$ cat config.mk
export PLATFORM = sky130hd
export DESIGN_NAME = elastic_pipe
export DESIGN_NICKNAME = d
export VERILOG_FILES = /design/src/rtl/elastic_pipe.sv
export SDC_FILE = /design/constraint.sdc
export NUM_CORES = 1
export LEC_CHECK = 0
export CORE_UTILIZATION = 48
export DETAILED_ROUTE_END_ITERATION = 10
export PLACE_DENSITY_LB_ADDON = 0.12
export SKIP_LAST_GASP = 1
export SYNTH_ARGS = -nofsm -noshare
export SYNTH_HDL_FRONTEND = slang
export SYNTH_SLANG_ARGS = --single-unit
$ cat constraint.sdc
create_clock -name clk -period 2.25 [get_ports clk]
set_input_delay 0.45 -clock clk [delete_from_list [all_inputs] [get_ports clk]]
set_output_delay 0.45 -clock clk [all_outputs]
set_load 0.01 [all_outputs]
$ cat src/rtl/elastic_pipe.sv
// elastic_pipe: multi-stage elastic pipeline register with valid/ready at
// both ends, bubble collapse, synchronous flush and an occupancy count.
//
// Handshake semantics: a word moves across an interface on a rising edge
// where valid && ready are both high.  in_ready depends only on the
// downstream stage state, out_ready and flush.  It never depends on in_valid.
// out_valid never depends on out_ready.  While out_valid is high and
// out_ready is low, out_data is held stable.  flush suppresses both
// interfaces for that cycle.
module elastic_pipe #(
  parameter int WIDTH = 16,
  parameter int DEPTH = 4,
  parameter int CW    = $clog2(DEPTH + 1)
) (
  input  logic             clk,
  input  logic             rst_n,
  input  logic             in_valid,
  output logic             in_ready,
  input  logic [WIDTH-1:0] in_data,
  output logic             out_valid,
  input  logic             out_ready,
  output logic [WIDTH-1:0] out_data,
  input  logic             flush,
  output logic [CW-1:0]    count
);

  // Stage 0 is the input side, stage DEPTH-1 the output side.
  logic [DEPTH-1:0] v;
  logic [WIDTH-1:0] d [DEPTH];

  // r[i] = stage i may load this cycle.  r[DEPTH] is the downstream ready.
  logic [DEPTH:0]   r;
  logic             acc;
  logic             hs;

  // Ready chain.  r[i] = !v[i] || r[i+1] is unrolled into "out_ready, or any
  // stage from i to the output is empty".  This avoids a self-referencing
  // vector.
  always_comb begin
    logic any_free;
    r = '0;
    for (int i = 0; i <= DEPTH; i++) begin
      any_free = out_ready;
      for (int j = i; j < DEPTH; j++) begin
        any_free = any_free | ~v[j];
      end
      r[i] = any_free;
    end
  end

  // Interface signals and the accept and handshake strobes.
  always_comb begin
    in_ready  = r[0] & ~flush;
    out_valid = v[DEPTH-1] & ~flush;
    out_data  = d[DEPTH-1];
    acc       = in_valid & in_ready;
    hs        = out_valid & out_ready;
  end

  // Stage registers.  A stage with r[i] set takes its source.  An empty
  // source leaves a bubble, which is cleared.  A stage without r[i] holds.
  // A flush drops every valid bit and leaves the data registers as they are.
  always_ff @(posedge clk or negedge rst_n) begin
    if (!rst_n) begin
      v <= '0;
      for (int i = 0; i < DEPTH; i++) begin
        d[i] <= '0;
      end
    end else if (flush) begin
      v <= '0;
    end else begin
      if (r[0]) begin
        v[0] <= in_valid;
        if (in_valid) begin
          d[0] <= in_data;
        end
      end
      for (int i = 1; i < DEPTH; i++) begin
        if (r[i]) begin
          v[i] <= v[i-1];
          if (v[i-1]) begin
            d[i] <= d[i-1];
          end
        end
      end
    end
  end

  // Occupancy.  Add 1 on an accept, subtract 1 on a handshake, and clear on
  // a flush.
  always_ff @(posedge clk or negedge rst_n) begin
    if (!rst_n) begin
      count <= '0;
    end else if (flush) begin
      count <= '0;
    end else begin
      count <= count + CW'(acc) - CW'(hs);
    end
  end

endmodule

Word-level counts from Yosys, hierarchy flattened
Cells that the tools add are included.
{ "classes": {"addsub": 2, "muxes": 6, "n_bitwise": 19, "reduce_logical": 8} }
{ "ops": {"columns": ["cell", "count"], "rows": [
  ["AND reduction 3 bit", 4],
  ["OR 1 bit", 10],
  ["nonzero test 2 bit", 4],
  ["NOT 1 bit", 5],
  ["bitwise AND 1 bit", 4],
  ["2-to-1 mux 1 bit", 4],
  ["2-to-1 mux 4 bit", 1],
  ["adder 3 x 1 -> 3 bit", 1],
  ["2-to-1 mux 3 bit", 1],
  ["subtractor 3 x 1 -> 3 bit", 1]
]} }
{ "totals": {"ff_bits": 71, "input_bits": 21, "out_inout_bits": 21} }

Depth between registers and ports, before layout
{ "logic_depth": {"ltp_word": 10, "ltp_mapped": 12, "ltp_nobuf": 10} }

Least setup slack after synthesis
OpenSTA, ideal clock, no wires.
{ "synth_timing": {"path_kind": "in2reg", "from": "in out_ready", "to": "reg count[2]", "arrival_time_ns": 2.395, "required_time_ns": 2.119, "setup_slack_ns": -0.276, "path_stages": 12, "path_buffers": 2, "cell_sequence": "and4b_1 buf_6 a21oi_2 buf_2 inv_1 ha_1 inv_1 ha_1 inv_1 fa_1 xnor2_1 nor2_1"} }
{ "synth_between": {"elab_chain_len": 9, "elab_cells_between_ends": 10} }
{ "synth_rtl": {"columns": ["element", "line_no", "source"], "rows": [
  ["start, declared", "21", "input logic out_ready,"],
  ["OR 1 bit (4 in series)", "45", "any_free = any_free | ~v[j];"],
  ["bitwise AND 1 bit", "53", "in_ready = r[0] & ~flush;"],
  ["bitwise AND 1 bit", "56", "acc = in_valid & in_ready;"],
  ["adder 3 x 1 -> 3 bit", "97", "count <= count + CW'(acc) - CW'(hs);"],
  ["subtractor 3 x 1 -> 3 bit (*)", "97", null],
  ["2-to-1 mux 3 bit (*)", "94", "end else if (flush) begin"],
  ["end signal, assigned", "97", null],
  ["end, declared", "24", "output logic [CW-1:0] count"]
]} }
Every way passes the cells marked *; elsewhere a longest branch is shown, timed or not.
A chain may end at the register's enable or synchronous reset.

Worst setup path in the final report
{ "layout_timing": {"from": "in flush", "to": "out out_valid"} }
{ "layout_between": {"elab_chain_len": 2} }
{ "layout_rtl": {"columns": ["element", "line_no", "source"], "rows": [
  ["start, declared", "23", "input logic flush,"],
  ["NOT 1 bit (no source line)", null, null],
  ["bitwise AND 1 bit", "54", "out_valid = v[DEPTH-1] & ~flush;"],
  ["end, declared", "20", "output logic out_valid,"]
]} }
Every way passes these cells.

==> results by group <==
Synthesis
  – Number of synthesized register bits: 71
  – Yosys cell types: 22
  – Yosys synthesis warning count: 0
  – Mean instance size in the synthesized netlist: about 16 sq um
  – Post-synthesis adder-cell area fraction: 0.01544
  – Syn_nets: roughly 210
  – Fraction of the mapped netlist area in compound gates: 0.009863
  – Area share of xor/xnor cells in the synthesized design: 0.006003
  – Top post-synthesis cells by area: dfrtp_1 61%, mux2_2 21%, mux2_4 5.1%
  – Seq/Total Area, Yosys: 0.6089
  – Dominant combinational cell family by area after synthesis: multiplexers
  – Share of the synthesized area in the top cell type: 0.6089
  – Netlist area before placement: 2918 sq um
  – Post-synthesis mux area share: 0.2599
  – Count of mapped cells out of synthesis: roughly 190
  – Simple-gate portion of the synthesized area: 0.03130
  – Synth area leader: dfrtp_1

Run status
  – Result of the run: finished clean

Detailed routing
  – Total Wirelength: between 4 and 5 mm
  – DRC violation total after the first TritonRoute iteration: 50
  – Via/cell ratio: between 5 and 6
  – Remaining antenna violation count after routing: 0
  – Routed wirelength normalized by instance count: 15.98 microns
  – Via count: roughly 1500
  – DRC: 0
  – 1st-pass router iterations: 3

Placed design
  – Buffers on Ports: a little over 40
  – Dpl ws: -0.2407 ns
  – Routability congestion estimate from global placement: between 0.7 and 0.8
  – HPWL after DPL: approximately 3.2 mm

Floorplanning
  – Site Rows: 28
  – Floorplan die area: about 6400 sq um
  – Die outline height: ~80 microns
  – Core region area: between 5000 and 6000 sq um
  – Starting utilization of the core area: 0.4957
  – Die extent in x: roughly 80 microns
  – IO Pins: 42

Timing
  – Worst hold slack: between 0.1 and 0.15 ns
  – Unrepaired setup endpoints after global routing: no
  – Worst rel slew slack: 0.7552
  – Count of pins over their slew limit: 0
  – Maximum clock frequency: between 400 and 500 MHz
  – Setup-failing EPs final: 0
  – Final setup slack of the worst path: around 0.062 ns
  – Period minus WS final: between 2 and 2.5 ns
  – Hold Violations, Final: 0
  – Actual slew at the worst max-slew pin: between 0.3 and 0.4 ns
  – Setup Skew: 0.008169 ns
  – Final Cycle Share: 0.9723

Min path
  – Hold WC Path Type: in -> async

Global routing
  – Pin count of the biggest net entering global routing: between 70 and 80
  – Congestion Overflow GR: 0
  – Global-route wire length before repair: 8.079 mm
  – Gr usage total: 0.1769
  – Initial antenna violation count: 0
  – Number of global-route vias before repair: roughly 1600

Final layout
  – Total number of nets in the final design: 250
  – Number of diodes added for antenna fixing: 0
  – Relative area change from synthesis to final layout: 21.83%
  – Fraction of layout instances using a drive strength above 1: 0.4130

Clock network
  – Maximum count of clock buffers along a single path: 2
  – H-tree levels: 3
  – CTS tree: built
  – Clock-pin slew on the worst setup and hold paths: approximately 0.070 ns
  – CTS Root Cell: clkbuf_8
  – Clock buffer count from CTS: 9
  – Clock insertion delay at the later pin of the skew report: ~0.34 ns
  – TritonCTS Sinks: ~70
  – Count of buffers added by post-CTS timing repair for setup: 0
  – Number of gates given a new drive strength after cts: 2
  – Number of buffers inserted for hold repair after clock tree synthesis: 0

Power
  – Fraction of power consumed by combinational cells: 0.220
  – Psw: slightly below 900 uW
  – Peak ir drop on the vdd network: 549.7 uV
  – Static power due to leakage: roughly 0.0016 uW
  – Net switching fraction of the power: 0.2476
  – Int Pwr: ~2700 uW
  – Areal power density over the cells: ~1000 nW/um^2
  – Part of the total power dissipated in the clock network: 0.268
  – Register share of total power: 0.512

Critical path
  – Cell with the biggest individual delay on the critical path: clkdlybuf4s50_1
  – Crit path capture type: primary output
  – Biggest cell delay along the critical path: between 0.5 and 0.6 ns
  – Ordered list of cells on the worst path: clkdlybuf4s50_1 > nor2b_1 > buf_4 > clkdlybuf4s50_1
  – Dominant cell type by count on the critical path: clkdlybuf4s50_1
  – Endpoint arrival time on the critical path: 1.74 ns
  – Classification of the worst setup path: in -> out
  – Required time at the endpoint of the critical path: 1.80 ns
  – Largest fanout on the critical path: 3
  – Kind of start point of the critical path: primary input

Job
  – Max cap viols: 0
path summary, 6_finish.rpt:
| kind | startpoint | endpoint | slack (ns) | depth (start not counted) |
|---|---|---|---|---|
| min in group clk | d[17] | d[17] | 0.50 | 1 |
| min reg2reg | d[17] | d[17] | 0.50 | 1 |
| max | flush | out_valid | 0.06 | 4 |
| min | rst_n | d[17] | 0.12 | 2 |
| max reg2reg | v[3] | count[1] | 0.25 | 9 |
| max in group asynchronous | rst_n | d[56] | 1.83 | 2 |
Yosys cell counts (all sizes together):
master,instances
inv,5
buf,22
and4b,1
nor2,5
nor2b,2
and2,1
a21oi,5
clkbuf,1
nand2b,2
dfrtp,71
or3b,1
fa,1
mux2,64
ha,2
xnor2,1
xor2,1
nand3b,3
critical path: cells and delay by family:
kind          cells  cell delay, ns
simple gates      1            0.18
buf+inv           3            1.10
through the flow:
step                power, uW  TNS (ns)  instance area [sq um]  instances  utilization
finish                   3553         0                   3555        305       0.6040
floorplan                2382         0                   2959        188            -
detailed placement       2638   -0.5615                   3376        290       0.5736
global placement         2588   -0.3962                   3376        290       0.5736
CTS                      3597         0                   3555        305       0.6040
global route             3759         0                   3555        305       0.6040
cell families (layout without fill, tap and decap cells):
kind of cell,Yosys count,after routing
buffers and inverters,28,70
adders and majority gates,3,3
DFF,71,71
xor gates and xnor gates,2,2
AOI/OAI and AO/OA,5,5
and+or+nand+nor,15,15
muxes,64,64
cell type report:
class                      count  area (sq um)
tap                           75         93.84
clock inverter                 4         47.55
multi-input combinational     89         977.2
inverter                       5         18.77
sequential                    71          1777
fill                         457          2331
clock buffer                  11         131.4
timing repair buffer          50         509.2
per-layer routing:
layer / track usage / wire length (microns) / vias to the layer above
met5: 0 / 0 / -
met4: 0.05536 / 65 / 0
met3: 0.06971 / 205 / 7
met2: 0.2932 / 2495 / 29
met1: 0.2110 / 2109 / 798
li1: - / - / 700
registers in the layout, indices dropped and copies added (netlist names):
| signal | count |
|---|---|
| count | 3 |
| d | 48 |
| out_data | 16 |
| v | 4 |
placed cells by master (no fill, tap or decap):
cell type / count
dfrtp_1: 71
mux2_2: 54
clkdlybuf4s50_1: 39
mux2_4: 10
clkbuf_8: 9
buf_4: 6
nor2_1: 5
a21oi_1: 4
inv_2: 3
nand3b_1: 3
buf_12: 3
nand2b_1: 2
nor2b_1: 2
inv_1: 2
ha_4: 2
clkinv_2: 2
clkbuf_1: 2
and4b_2: 1
a21oi_4: 1
and2_1: 1
xor2_1: 1
xnor2_1: 1
or3b_1: 1
fa_2: 1
clkinvlp_4: 1
bufinv_16: 1
buf_2: 1
dlygate4sd2_1: 1
power by group through the flow:
stage | Combinational [uW] | Clock, uW | Sequential [uW]
detailed placement | 792 | 0 | 1850
finish | 781 | 952 | 1820
global placement | 766 | 0 | 1820
floorplan | 602 | 0 | 1780
CTS | 794 | 976 | 1830
global route | 847 | 1040 | 1870
No activity file was read; power rests on OpenSTA's default activity.
